==> config.mk <==
export PLATFORM = sky130hd
export DESIGN_NAME = cpu_ctrl
export DESIGN_NICKNAME = d
export VERILOG_FILES = /design/src/rtl/cpu_pkg.sv /design/src/rtl/cpu_ctrl_regs.sv /design/src/rtl/cpu_ctrl.sv
export SDC_FILE = /design/constraint.sdc
export NUM_CORES = 1
export LEC_CHECK = 0
export BUFFER_PORTS_ARGS = -buffer_cell sky130_fd_sc_hd__buf_4
export CORE_ASPECT_RATIO = 1.25
export CORE_MARGIN = 2
export CORE_UTILIZATION = 36
export DETAILED_ROUTE_END_ITERATION = 8
export PLACE_DENSITY_LB_ADDON = 0.05
export SYNTH_ARGS = -nofsm -noshare
export SYNTH_HDL_FRONTEND = slang
export SYNTH_HIERARCHICAL = 1
export SYNTH_SLANG_ARGS = --single-unit
==> constraint.sdc <==
create_clock -name clk -period 2.4 [get_ports clk]
set_input_delay 0.36 -clock clk [delete_from_list [all_inputs] [get_ports clk]]
set_output_delay 0.36 -clock clk [all_outputs]
set_load 0.1 [all_outputs]
==> src/rtl/cpu_pkg.sv <==
// Shared definitions for the CPU sequencing controller:
// opcodes, FSM state encoding and slave register offsets.
package cpu_pkg;

    localparam int WORD_BITS = 32;
    localparam int INST_BITS = 32;

    localparam logic [5:0] OP_ALU = 6'h00;
    localparam logic [5:0] OP_LW  = 6'h23;
    localparam logic [5:0] OP_SW  = 6'h2B;
    localparam logic [5:0] OP_BEQ = 6'h04;
    localparam logic [5:0] OP_BNE = 6'h05;

    typedef enum logic [2:0] {
        S_IDLE   = 3'd0,
        S_FETCH  = 3'd1,
        S_DECODE = 3'd2,
        S_EXEC   = 3'd3,
        S_MEM_RD = 3'd4,
        S_MEM_WR = 3'd5,
        S_BRANCH = 3'd6,
        S_DONE   = 3'd7
    } state_e;

    localparam logic [1:0] REG_STATUS = 2'd0;
    localparam logic [1:0] REG_COUNT  = 2'd1;
    localparam logic [1:0] REG_INST   = 2'd2;
    localparam logic [1:0] REG_CTRL   = 2'd3;

    function automatic logic op_uses_alu(input logic [5:0] op);
        return (op == OP_ALU) || (op == OP_LW) || (op == OP_SW) ||
               (op == OP_BEQ) || (op == OP_BNE);
    endfunction

endpackage

==> src/rtl/cpu_ctrl_regs.sv <==
// Slave register block: address decode, CTRL and INST_COUNT
// storage, and the registered one-cycle-latency read mux.
module cpu_ctrl_regs #(
    parameter int WORD_BITS = cpu_pkg::WORD_BITS,
    parameter int INST_BITS = cpu_pkg::INST_BITS
) (
    input  logic                 clk,
    input  logic                 rst,
    input  logic [1:0]           i_reg_sel,
    input  logic                 i_read,
    input  logic                 i_write,
    input  logic [WORD_BITS-1:0] i_writedata,
    input  logic [2:0]           i_state,
    input  logic                 i_empty,
    input  logic [INST_BITS-1:0] i_cur_inst,
    input  logic                 i_retire,
    output logic                 o_enable,
    output logic [WORD_BITS-1:0] o_readdata,
    output logic                 o_readdatavalid
);
    import cpu_pkg::*;

    logic                 enable_q, enable_d;
    logic [WORD_BITS-1:0] count_q, count_d;
    logic [WORD_BITS-1:0] rdata_q, rdata_d;
    logic                 rvalid_q, rvalid_d;
    logic                 ctrl_wr;
    logic [WORD_BITS-1:0] status;
    logic [WORD_BITS-1:0] mux;

    assign ctrl_wr = i_write && (i_reg_sel == REG_CTRL);
    assign status  = WORD_BITS'({i_empty, i_state, (i_state != 3'd0)});

    always_comb begin
        mux = '0;
        unique case (i_reg_sel)
            REG_STATUS: mux = status;
            REG_COUNT:  mux = count_q;
            REG_INST:   mux = WORD_BITS'(i_cur_inst);
            REG_CTRL:   mux = WORD_BITS'(enable_q);
        endcase
    end

    always_comb begin
        enable_d = enable_q;
        count_d  = count_q;
        rdata_d  = rdata_q;
        rvalid_d = i_read;
        if (i_retire)
            count_d = count_q + 1'b1;
        // Clear wins over a same-cycle retire increment.
        if (ctrl_wr) begin
            enable_d = i_writedata[0];
            if (i_writedata[1])
                count_d = '0;
        end
        if (i_read)
            rdata_d = mux;
    end

    always_ff @(posedge clk) begin
        if (rst) begin
            enable_q <= 1'b1;
            count_q  <= '0;
            rdata_q  <= '0;
            rvalid_q <= 1'b0;
        end else begin
            enable_q <= enable_d;
            count_q  <= count_d;
            rdata_q  <= rdata_d;
            rvalid_q <= rvalid_d;
        end
    end

    assign o_enable        = enable_q;
    assign o_readdata      = rdata_q;
    assign o_readdatavalid = rvalid_q;

endmodule

==> src/rtl/cpu_ctrl.sv <==
// Instruction sequencing controller: fetch, decode, ALU/memory
// waits, branch resolution and retirement, plus a status port.
module cpu_ctrl #(
    parameter int WORD_BITS = cpu_pkg::WORD_BITS,
    parameter int INST_BITS = cpu_pkg::INST_BITS
) (
    input  logic                 clk,
    input  logic                 rst,
    input  logic                 i_empty,
    input  logic                 i_fetch_complete,
    input  logic [INST_BITS-1:0] i_inst,
    input  logic                 i_inst_valid,
    output logic                 o_inst_complete,
    output logic                 o_calc_start,
    input  logic                 i_calc_complete,
    input  logic                 i_read_mem_complete,
    input  logic                 i_write_mem_complete,
    input  logic [WORD_BITS-1:0] i_src0,
    input  logic [WORD_BITS-1:0] i_src1,
    output logic                 o_be_bne,
    input  logic [WORD_BITS-1:0] i_addr,
    input  logic                 i_read,
    input  logic                 i_write,
    input  logic [WORD_BITS-1:0] i_writedata,
    output logic [WORD_BITS-1:0] o_readdata,
    output logic                 o_readdatavalid
);
    import cpu_pkg::*;

    state_e               state_q, state_d;
    logic [INST_BITS-1:0] inst_q, inst_d;
    logic                 calc_q, calc_d;
    logic                 done_q, done_d;
    logic                 br_q, br_d;
    logic                 enable;
    logic [5:0]           op;
    logic                 taken;
    logic                 unused_addr;

    assign op    = inst_q[INST_BITS-1 -: 6];
    assign taken = ((op == OP_BEQ) && (i_src0 == i_src1)) ||
                   ((op == OP_BNE) && (i_src0 != i_src1));
    assign unused_addr = ^{i_addr[WORD_BITS-1:4], i_addr[1:0]};

    // Outputs are registered and aligned with the state they belong to.
    always_comb begin
        state_d = state_q;
        inst_d  = inst_q;
        unique case (state_q)
            S_IDLE:
                if (enable && !i_empty)
                    state_d = S_FETCH;
            S_FETCH:
                if (i_inst_valid || i_fetch_complete) begin
                    inst_d  = i_inst;
                    state_d = S_DECODE;
                end
            S_DECODE:
                state_d = op_uses_alu(op) ? S_EXEC : S_DONE;
            S_EXEC:
                if (i_calc_complete) begin
                    unique case (1'b1)
                        op == OP_LW:  state_d = S_MEM_RD;
                        op == OP_SW:  state_d = S_MEM_WR;
                        op == OP_BEQ,
                        op == OP_BNE: state_d = S_BRANCH;
                        default:      state_d = S_DONE;
                    endcase
                end
            S_MEM_RD:
                if (i_read_mem_complete)
                    state_d = S_DONE;
            S_MEM_WR:
                if (i_write_mem_complete)
                    state_d = S_DONE;
            S_BRANCH:
                state_d = S_DONE;
            S_DONE:
                state_d = S_IDLE;
        endcase
        calc_d = (state_d == S_DECODE) &&
                 op_uses_alu(inst_d[INST_BITS-1 -: 6]);
        done_d = (state_d == S_DONE);
        br_d   = (state_d == S_BRANCH) && taken;
    end

    always_ff @(posedge clk) begin
        if (rst) begin
            state_q <= S_IDLE;
            inst_q  <= '0;
            calc_q  <= 1'b0;
            done_q  <= 1'b0;
            br_q    <= 1'b0;
        end else begin
            state_q <= state_d;
            inst_q  <= inst_d;
            calc_q  <= calc_d;
            done_q  <= done_d;
            br_q    <= br_d;
        end
    end

    assign o_calc_start    = calc_q;
    assign o_inst_complete = done_q;
    assign o_be_bne        = br_q;

    cpu_ctrl_regs #(
        .WORD_BITS(WORD_BITS),
        .INST_BITS(INST_BITS)
    ) u_regs (
        .clk            (clk),
        .rst            (rst),
        .i_reg_sel      (i_addr[3:2]),
        .i_read         (i_read),
        .i_write        (i_write),
        .i_writedata    (i_writedata),
        .i_state        (state_q),
        .i_empty        (i_empty),
        .i_cur_inst     (inst_q),
        .i_retire       (state_q == S_DONE),
        .o_enable       (enable),
        .o_readdata     (o_readdata),
        .o_readdatavalid(o_readdatavalid)
    );

endmodule

==> metrics.md <==
| Metric | Value |
|---|---|
| Setup Crit Path Kind | reg2reg |
| LEAKAGE | 2.50 nW |
| Clk pin slew, worst setup/hold paths | 0.07 ns |
| Via count | 4502 |
| Status | finished, final reports clean |
| First-pass GRT wire length | 21100 um |
| Slew headroom | 45.5% |
| Post-synthesis cell count | 565 |
| Rows | 47 |
| Drt pass-1 iters | 4 |
| Die Wd | 108 um |
| Setup TNS | 0 ns |
| Post-CTS resize count | 0 |
| Starting Density | 36.6% |
| Wl on met1 | 5750 um |
| Worst Max-Slew Pin Slew | 0.814 ns |
| Final period util | 89.5% |
| HPWL Detailed | 9410 um |
| CP required | 2.68 ns |
| Initial antenna violation count | 0 |
| Syn. warnings | 6 |
| IO Port Bufs | 145 |
| CP Data Arrival Time | 2.43 ns |
| Routed Antenna Nets | 0 |
| Most frequent cells in the layout | buf_4, dfxtp_1, nand2_1 |
| Critical Path Max Stage Delay | 0.57 ns |
| Vias in the first global route | 4431 |
| CP Launch Type | flop |
| RD Place Congestion | 0.764 |
| Grt total ovfl | 0 |
| Setup-failing EPs final | 0 |
| Post-cts hold buffer count | 0 |
| Clk sinks | 104 |
| Max Slew Vio Count | 0 |
| Routed WL | 13000 um |
| Maxcap violations | 0 |
| Worst VDD drop | 311 uV |
| Ports | 206 |
| Worst skew pair latency | 0.35 ns |
| Initial drt markers | 142 |
| Crit Path Max Fanout | 12 |
| Mapped Area | 4820 um2 |
| CTS tree | yes |
| Avg WL per Cell | 14.8 um |
| Number of flops mapped to enable cells by yosys | 0 |
| Antenna Cells | 0 |
| CP startpoint | state_q[1] |
| Hold WS | 0.231 ns |
| #FFs+latches synth | 104 |
| Placed cell areas | 6070 um2 |
| CTS Buffer Depth | 2 |
| Drc violations | 0 |
| Met3 WL post-DR | 561 um |
| Htree depth | 3 |
| CP cell instances | nand2_1 -> nor2_1 -> and4_1 -> nand4_2 -> or4_1 -> a21oi_1 |
| Design area | 6370 um2 |
| Worst Setup Slack, final | 0.252 ns |
| Die Span Y | 133 um |
| Post-Syn Nets | 736 |
| Launching point of the worst reg2reg path | state_q[1] |
| Top FF cell, synth | dfxtp_1 |
| Post-CTS Setup Inserts | 0 |
| Distinct cells, synth | 51 |
| Pre-CTS WS | 0.260 ns |
| Nets | 870 |
| Register area share after synthesis | 43.2% |
| Slowest-stage cell, CP | or4_1 |
| Die area | 14300 um2 |
| Achievable Freq | 466 MHz |
| Hold Fails Final Rpt | 0 |
| PD cells | 760 nW/um2 |
| HP Start | i_writedata[0] |
| Area Overhead vs Synth | 32.1% |
| Most common cell after layout, fill and taps aside | buf_4 |
| Critical Path Sink Type | flop |
| Core ar. | 13200 um2 |
| Met2 wire length | 6400 um |
| Top Layer Used | met4 |
| Async S/R FF share, synth | 0% |
| Final Skew | 0.00909 ns |
| RSZ-0062 raised after global routing | no |
| Mapped Avg Cell Area | 8.53 um2 |
| Via density | 5.15 |
| Final Critical Period | 2.15 ns |
| Share of layout cells above drive strength 1 | 27.4% |
| Largest net degree at the start of global routing | 65 |
| CTS root buffer | clkbuf_16 |
| Num CTS Buffers | 9 |
| HP Class | in2reg |
| Tot GR Track Use | 18.3% |
==> layout make-up <==
class,count,area (um2)
clock buffer,11,253
clock inverter,5,46.3
tap,171,214
sequential,104,2080
multi-input combinational,416,2540
fill,1343,6810
inverter,7,26.3
timing repair buffer,161,1210
==> critical path, delay by kind of cell, from the launching register on <==
family	cells	cell delay, ns
AO/OA/AOI/OAI	1	0.15
flip-flops	1	0.46
AND/OR/NAND/NOR	5	1.46
==> power breakdown <==
part / leakage [nW] / internal [mW] / switching [mW]
logic: 1.51 / 0.495 / 0.870
registers: 0.847 / 1.90 / 0.113
clock network: 0.149 / 0.780 / 0.684
==> state kept, by name, indices dropped and copies added (netlist names) <==
signal                  count
u_regs/o_enable             1
o_be_bne                    1
state_q                     3
o_inst_complete             1
u_regs/o_readdata          32
u_regs/o_readdatavalid      1
inst_q                     32
u_regs/count_q             32
o_calc_start                1
==> final timing paths <==
| kind | to | slack [ns] | cells past startpoint |
|---|---|---|---|
| setup / recovery | u_regs/count_q[27] | 0.25 | 6 |
| hold / removal | u_regs/o_enable | 0.23 | 3 |
| setup reg to reg | u_regs/count_q[27] | 0.25 | 6 |
| hold reg to reg | inst_q[10] | 0.45 | 2 |
==> stage by stage <==
step           util, %  cells  power [mW]
2_1_floorplan        -    565        2.97
3_3_place_gp      46.1    859        3.41
3_5_place_dp      46.1    859        3.42
4_1_cts           48.3    875        4.89
5_1_grt           48.3    875        5.08
6_report          48.3    875        4.84
==> logic make-up (layout without fill, tap and decap cells) <==
logic type                 after synthesis  after routing  synth area share, %
buffers and inverters                   45            184                 4.28
AOI/OAI and AO/OA                      147            147                 19.6
xor gates and xnor gates                44             44                 7.99
adders and majority gates                1              1                0.259
and+or+nand+nor                        216            216                 22.8
muxes                                    8              8                 1.92
DFF                                    104            104                 43.2
==> synth_stat cells (4+ instances only) <==
master	instances	area (um2)
nor2_1	56	210
nor4_1	11	68.8
clkbuf_1	24	90.1
or4_1	9	67.6
mux2i_1	7	70.1
o31ai_1	6	45.0
and4_1	5	43.8
nand2_1	82	308
nand4_1	5	31.3
o21ai_0	13	65.1
a211oi_1	31	233
dfxtp_1	104	2080
a21oi_1	56	280
buf_2	6	30.0
a22oi_1	27	203
or3_1	10	62.6
nor2b_1	4	25.0
xnor2_1	4	35.0
nand3_1	9	45.0
inv_1	6	22.5
xor2_1	40	350
o211ai_1	4	30.0
==> metal layers <==
metal  GRT usage [%]  vias up
li1                -     2296
met1            23.0     2080
met2            31.0      112
met3            3.77       14
met4            5.98        0
met5               0        -
(Power assumes the default switching activity.)
